===== src/rtl/serial_sub.sv =====
// serial_sub: multi-cycle subtractor computing diff = a - b - bin, DIGIT bits
// per clock. The borrow ripples between slices through a register. The block
// reports the unsigned borrow-out and the signed overflow, and uses a
// start/busy/done handshake.
module serial_sub #(
    parameter int WIDTH = 16,
    parameter int DIGIT = 4
) (
    input  logic             clk,
    input  logic             rst_n,
    input  logic             start,
    input  logic [WIDTH-1:0] a,
    input  logic [WIDTH-1:0] b,
    input  logic             bin,
    output logic             busy,
    output logic             done,
    output logic [WIDTH-1:0] diff,
    output logic             bout,
    output logic             ovf
);

    localparam int STEPS = WIDTH / DIGIT;
    localparam int CW    = (STEPS > 1) ? $clog2(STEPS) : 1;

    typedef enum logic [1:0] {
        IDLE,
        RUN,
        DONE
    } state_t;

    state_t           state_q, state_d;
    logic [WIDTH-1:0] a_q, a_d;
    logic [WIDTH-1:0] b_q, b_d;
    logic [WIDTH-1:0] dwork_q, dwork_d;
    logic [WIDTH-1:0] diff_q, diff_d;
    logic [CW-1:0]    cnt_q, cnt_d;
    logic             brw_q, brw_d;
    logic             bout_q, bout_d;
    logic             ovf_q, ovf_d;

    logic [DIGIT-1:0] a_k, b_k;
    logic [DIGIT:0]   sub_c;
    logic [WIDTH-1:0] dfull_c;
    logic             last_c;

    // Current slice: subtract at DIGIT+1 bits so the top bit is the borrow.
    // Also form the full difference with this slice merged in.
    always_comb begin
        a_k     = a_q[cnt_q*DIGIT +: DIGIT];
        b_k     = b_q[cnt_q*DIGIT +: DIGIT];
        sub_c   = {1'b0, a_k} - {1'b0, b_k} - {{DIGIT{1'b0}}, brw_q};
        dfull_c = dwork_q;
        dfull_c[cnt_q*DIGIT +: DIGIT] = sub_c[DIGIT-1:0];
        last_c  = (cnt_q == CW'(STEPS - 1));
    end

    // Next-state logic: capture on start, one slice per RUN cycle,
    // and register the results on the last slice.
    always_comb begin
        state_d = state_q;
        a_d     = a_q;
        b_d     = b_q;
        dwork_d = dwork_q;
        diff_d  = diff_q;
        cnt_d   = cnt_q;
        brw_d   = brw_q;
        bout_d  = bout_q;
        ovf_d   = ovf_q;
        case (state_q)
            IDLE: begin
                if (start) begin
                    a_d     = a;
                    b_d     = b;
                    brw_d   = bin;
                    cnt_d   = '0;
                    state_d = RUN;
                end
            end
            RUN: begin
                dwork_d = dfull_c;
                brw_d   = sub_c[DIGIT];
                if (last_c) begin
                    diff_d  = dfull_c;
                    bout_d  = sub_c[DIGIT];
                    ovf_d   = (a_q[WIDTH-1] != b_q[WIDTH-1]) &
                              (dfull_c[WIDTH-1] != a_q[WIDTH-1]);
                    cnt_d   = '0;
                    state_d = DONE;
                end else begin
                    cnt_d = cnt_q + CW'(1);
                end
            end
            DONE: begin
                state_d = IDLE;
            end
            default: begin
                state_d = IDLE;
            end
        endcase
    end

    // State and datapath registers. Reset aborts any operation and
    // clears all of them.
    always_ff @(posedge clk or negedge rst_n) begin
        if (!rst_n) begin
            state_q <= IDLE;
            a_q     <= '0;
            b_q     <= '0;
            dwork_q <= '0;
            diff_q  <= '0;
            cnt_q   <= '0;
            brw_q   <= 1'b0;
            bout_q  <= 1'b0;
            ovf_q   <= 1'b0;
        end else begin
            state_q <= state_d;
            a_q     <= a_d;
            b_q     <= b_d;
            dwork_q <= dwork_d;
            diff_q  <= diff_d;
            cnt_q   <= cnt_d;
            brw_q   <= brw_d;
            bout_q  <= bout_d;
            ovf_q   <= ovf_d;
        end
    end

    assign busy = (state_q == RUN);
    assign done = (state_q == DONE);
    assign diff = diff_q;
    assign bout = bout_q;
    assign ovf  = ovf_q;

endmodule

===== config.mk =====
export PLATFORM = sky130hd
export DESIGN_NAME = serial_sub
export DESIGN_NICKNAME = d
export VERILOG_FILES = /design/src/rtl/serial_sub.sv
export SDC_FILE = /design/constraint.sdc
export NUM_CORES = 1
export LEC_CHECK = 0
export CORE_AREA = 2 2 82 84
export CTS_CLUSTER_DIAMETER = 100
export DETAILED_ROUTE_END_ITERATION = 10
export DIE_AREA = 0 0 84 86
export PLACE_DENSITY = 0.78
export SLEW_MARGIN = 20
export SYNTH_ARGS = -nofsm -noshare
export SYNTH_HDL_FRONTEND = slang
export SYNTH_SLANG_ARGS = --single-unit
export TNS_END_PERCENT = 20

===== constraint.sdc =====
create_clock -name clk -period 3.9 [get_ports clk]
set_input_delay 0.975 -clock clk [delete_from_list [all_inputs] [get_ports clk]]
set_output_delay 0.975 -clock clk [all_outputs]
set_load 0.02 [all_outputs]

=== Word level (Yosys, flattened, before mapping) ===
Index checks and enable logic that the tools add are counted.
W data, S select, Z words.

* Output and inout bits: 20
* Word-level logic and storage cells: 40
* Register bits after elaboration: 71
* Input bits: 36

* Eq/ne operators: 7
* Shift operators: 4
* Add/sub/neg operators: 4
* Muxes and demuxes: 9
* Bitwise operators: 1
* Reductions and logical operators: 6

{| class="wikitable"
|+ Operators with widths
! operator !! number
|-
| $neg A4 Y34 || 1
|-
| $shift A4 B34 Y16 const A || 1
|-
| $shiftx A4 B34 Y16 || 1
|-
| $shiftx A16 B5 Y4 || 2
|-
| $bwmux W16 || 1
|-
| $mux W2 || 4
|-
| $pmux W2 S2 || 2
|-
| $reduce_and A2 Y1 || 4
|-
| $sub A4 B4 Y5 || 1
|-
| $sub A5 B1 Y5 || 1
|-
| $eq A2 B2 Y1 const B || 2
|-
| $add A2 B1 Y2 const B || 1
|-
| $eq A2 B1 Y1 const B || 1
|-
| $logic_not A2 Y1 || 1
|-
| $ne A1 B1 Y1 || 2
|-
| $ne A2 B1 Y1 const B || 1
|-
| $ne A2 B2 Y1 const B || 1
|-
| $pmux W1 S2 || 1
|-
| $reduce_bool A2 Y1 || 1
|-
| $and A1 B1 Y1 || 1
|-
| $mux W1 || 1
|}

=== Longest topological paths before layout ===
* Word-level depth: 7
* Mapped depth: 10
* Depth with buffers taken out: 9

=== Worst setup path before layout ===
OpenSTA, ideal clock, no wires.

* Kind: flip-flop to flip-flop
* Start: register cnt_q[0]
* End: register diff_q[3] (netlist: diff[3])
* Stages on the path, launching flop included: 10
* Library setup time: 127 ps
* Data required time: 3773 ps
* Buffers on the path: 1
* Path slack: 1217 ps
* Arrival time: 2556 ps
* Clock period less this slack: 2683 ps
* Path through: dfrtp_1 -> buf_2 -> mux4_2 -> fa_1 -> ha_1 -> nand2b_1 -> a21oi_2 -> xnor2_2 -> a221oi_1 -> nor2_1

* Cells in the longest elaborated chain, start to end: 5
* Elaborated cells on any way between the ends: 10
* Those cells by class: add/sub: 3; eq/ne: 1; shift: 4; mux: 1; reduce/logical: 1

{| class="wikitable"
|+ RTL lines
! what !! line !! source
|-
| start, declared || 36 || <nowiki>logic [CW-1:0] cnt_q, cnt_d;</nowiki>
|-
| start signal, assigned || 121 || <nowiki>cnt_q <= cnt_d;</nowiki>
|-
| $shiftx A16 B5 Y4 (on tied branches) || 49, 50 ||
|-
| $sub A4 B4 Y5 || 51 || <nowiki>sub_c = {1'b0, a_k} - {1'b0, b_k} - {{DIGIT{1'b0}}, brw_q};</nowiki>
|-
| $sub A5 B1 Y5 || 51 ||
|-
| $shiftx A4 B34 Y16 || 53 || <nowiki>dfull_c[cnt_q*DIGIT +: DIGIT] = sub_c[DIGIT-1:0];</nowiki>
|-
| $bwmux W16 || 53 ||
|-
| end signal, assigned || 120 || <nowiki>diff_q <= diff_d;</nowiki>
|-
| end, declared || 35 || <nowiki>logic [WIDTH-1:0] diff_q, diff_d;</nowiki>
|}

Parallel ways exist; a longest one is shown, timed or not.
A chain may end at the register's enable or synchronous reset.

=== Worst setup path after layout ===
* Start: register cnt_q[0]
* End: register dwork_q[10]

* Cells in the longest elaborated chain, start to end: 5
* Elaborated cells on any way between the ends: 8
* Those cells by class: add/sub: 3; shift: 4; mux: 1

{| class="wikitable"
|+ RTL lines
! what !! line !! source
|-
| $shiftx A16 B5 Y4 (on tied branches) || 49, 50 ||
|-
| $sub A4 B4 Y5 || 51 ||
|-
| $sub A5 B1 Y5 || 51 ||
|-
| $shiftx A4 B34 Y16 || 53 ||
|-
| $bwmux W16 (*) || 53 ||
|-
| end signal, assigned || 119 || <nowiki>dwork_q <= dwork_d;</nowiki>
|-
| end, declared || 34 || <nowiki>logic [WIDTH-1:0] dwork_q, dwork_d;</nowiki>
|}

Mark *: on every way between the ends. The rest lies on a longest branch, timed or not.

==> run_results.csv <==
group,metric,value,unit
synth,synth_seq_cells,71,
floorplanning,core-area,6277,sq um
detailed_routing,post_drt_wl_per_cell,16.20,um
pwr,p_sw_frac,0.4175,
clock_tree,post-cts-setup-buffer-count,0,
layout,area_growth,24.39,%
timing,max_freq,316.8,MHz
synth,synth_ff_type,"dfrtp_1",
synth,avgSynthCellArea,12.76,sq um
floorplanning,die-area,7224,sq um
clock_tree,insertion_delay,0.35,ns
clock_tree,cts_buffer_depth,2,
timing,hold_slack,0.4904,ns
synth,yosysSeqAreaShare,0.5420,
detailed_routing,routed.top_layer,"met4",
detailed_routing,drt-met1-wl,2837,um
synth,yosysWarnings,0,
pwr,ir_worst_vdd,0.4860,mV
synth,synth_edf_count,0,
worst_setup_path,cp.required,4.19,ns
synth,synthDistinctLibCells,35,
clock_tree,cts_tree,"yes",
pwr,seqPwrFrac,0.326,
placed_design,placement.io_buffers,55,
clock_tree,cts.sinks,71,
floorplanning,initial_core_util,0.5222,
pwr,p_leak,1.771,nW
detailed_routing,first_pass_iters,5,
timing,finalCritPeriodShare,0.8094,
detailed_routing,first_iter_violations,105,
floorplanning,die-height,86,um
timing,finalSetupTns,0,ns
layout,drive_gt1_frac,0.1963,
layout,stdcell_count,398,
pwr,powerDensity,995.2,nW/um^2
detailed_routing,drc_errors,0,
layout,finalInstanceArea,4078,sq um
grt,grt_pass1_wl,11210,um
detailed_routing,routed_wl,6446,um
pwr,combPwrFrac,0.545,
placed_design,place_ws,0.8123,ns
floorplanning,die_x,84,um
pwr,p_int,2.364,mW
synth,async_flop_share,1.000,
synth,yosys.area.top_type_share,0.5420,
timing,finalWorstSetupSlack,0.7433,ns
synth,syn_nets,305,
timing,fin_crit,3.157,ns
detailed_routing,via_per_inst,5.661,
synth,synth_top_area_cell,"dfrtp_1",
worst_setup_path,critPathLaunchType,"flop",
layout,fin_nets,364,
timing,slew_headroom,0.5002,
synth,synthTopCellsByArea,"dfrtp_1, mux2_2, mux4_2",
worst_setup_path,arrival,3.44,ns
clock_tree,hold_buffers,0,
worst_setup_path,worst-setup-path-type,"flop to flop",
grt,grt_usage,0.1992,
clock_tree,cts_root_buf,"clkbuf_8",
placed_design,gp_congestion,0.8344,
clock_tree,path_clk_slew,0.07,ns
grt,grt_overflow_total,0,
grt,grt_pass1_vias,2337,
floorplanning,io_pins,56,
synth,synth_cells,257,
grt,antenna_found_initial,0,
timing,skew,0.008854,ns
timing,tightest_slew,0.7498,ns
detailed_routing,via_count,2253,
timing,final-hold-violation-count,0,
min_path,min_path_type,"flop to flop",
placed_design,hpwl,4554,um
detailed_routing,routed-wl-met2,3162,um
flow_run,maxCapViolations,0,
floorplanning,num_rows,29,
status,status,"complete, no violations",
synth,syn_area,3278,sq um
clock_tree,htreeDepth,3,
clock_tree,cts_buffers,9,
layout,diodes,0,
timing,rsz0062_at_grt,"no",
pwr,clockPowerShare,0.128,
grt,grt_max_degree,33,
worst_setup_path,cp-end-kind,"flop",
worst_setup_path,worstPathMaxFanout,16,
clock_tree,cts-resized-gates,0,
detailed_routing,antenna_left,0,
timing,report.final.slew_viol_count,0,
pwr,switching_power,1.694,mW
placed_design,placed_cells,382,
timing,finalSetupViolations,0,
detailed_routing,route.met3.wl,311,um
placed_design,dpl_cell_area,3908,sq um
-- stage by stage --
stage / total power [mW] / util
after floorplan: 2.858 / -
after global placement: 3.485 / 0.6225
after detailed placement: 3.562 / 0.6225
after CTS: 4.096 / 0.6496
after global routing: 4.372 / 0.6496
final: 4.058 / 0.6496
-- final timing paths --
kind / from / to / slack (ns) / cells past startpoint
max: cnt_q[0] / dwork_q[10] / 0.74 / 8
min: diff[5] / diff[5] / 0.49 / 1
max reg2reg: cnt_q[0] / dwork_q[10] / 0.74 / 8
min reg2reg: diff[5] / diff[5] / 0.49 / 1
max in group asynchronous: rst_n / diff[15] / 2.54 / 2
min in group asynchronous: rst_n / diff[4] / 0.62 / 1
-- synth_stat cells (5+ instances only) --
master    number
dfrtp_1       71
mux2_2        33
nor2_1        32
inv_1         18
a221oi_1      14
nand2_1       11
ha_1          10
a22o_1         9
mux4_2         8
a32o_1         7
buf_2          6
nand2b_1       5
-- worst max-delay path, stage by stage (launching register included) --
cell and delay, ns:
dfrtp_1 0.83, mux4_2 0.59, inv_1 0.09, fa_1 0.19, inv_1 0.06, fa_1 0.42
xnor2_1 0.46, and2_1 0.29, a22o_1 0.17
-- area by class of cell --
class	count	area [sq um]
Inverter	18	67.56
Multi-Input combinational cell	156	1384
Sequential cell	71	1777
Clock buffer	16	170.2
Fill cell	478	2200
Timing Repair Buffer	60	583.1
Tap cell	77	96.34
-- cell families after synthesis --
group,share of synthesized area
adders and majority gates,0.05038
AOI/OAI and AO/OA,0.1134
muxes,0.1683
and+or+nand+nor,0.07901
DFF,0.5420
xor gates and xnor gates,0.01031
buffers and inverters,0.03664
-- power by group through the flow --
| stage | sequential [mW] | clock (mW) | combinational, mW |
|---|---|---|---|
| 6_report | 1.32 | 0.520 | 2.21 |
| 5_1_grt | 1.37 | 0.568 | 2.43 |
| 4_1_cts | 1.33 | 0.533 | 2.23 |
| 3_5_place_dp | 1.34 | 0 | 2.22 |
| 3_3_place_gp | 1.33 | 0 | 2.16 |
| 2_1_floorplan | 1.36 | 0 | 1.50 |
-- state kept, by name (all words and copies together), names as in the netlist --
register  count
cnt_q         2
diff         16
brw_q         1
bout          1
b_q          16
state_q       2
ovf           1
a_q          16
dwork_q      16
-- layer usage --
metal,track usage,vias up
li1,-,1047
met2,0.3280,68
met4,0.09677,0
met1,0.2540,1124
met5,0,-
met3,0.04139,14
-- cell usage in the layout (no fill, tap or decap), types with 7 or more instances in the layout --
cell type,Yosys,routed
ha_1,10,10
nor2_1,32,31
mux4_2,8,8
clkbuf_8,0,11
a221oi_1,14,14
inv_1,18,18
clkdlybuf4s50_1,0,54
mux2_2,33,33
dfrtp_1,71,71
a22o_1,9,9
nand2_1,11,11
a32o_1,7,7
No activity file was read; power rests on OpenSTA's default activity.
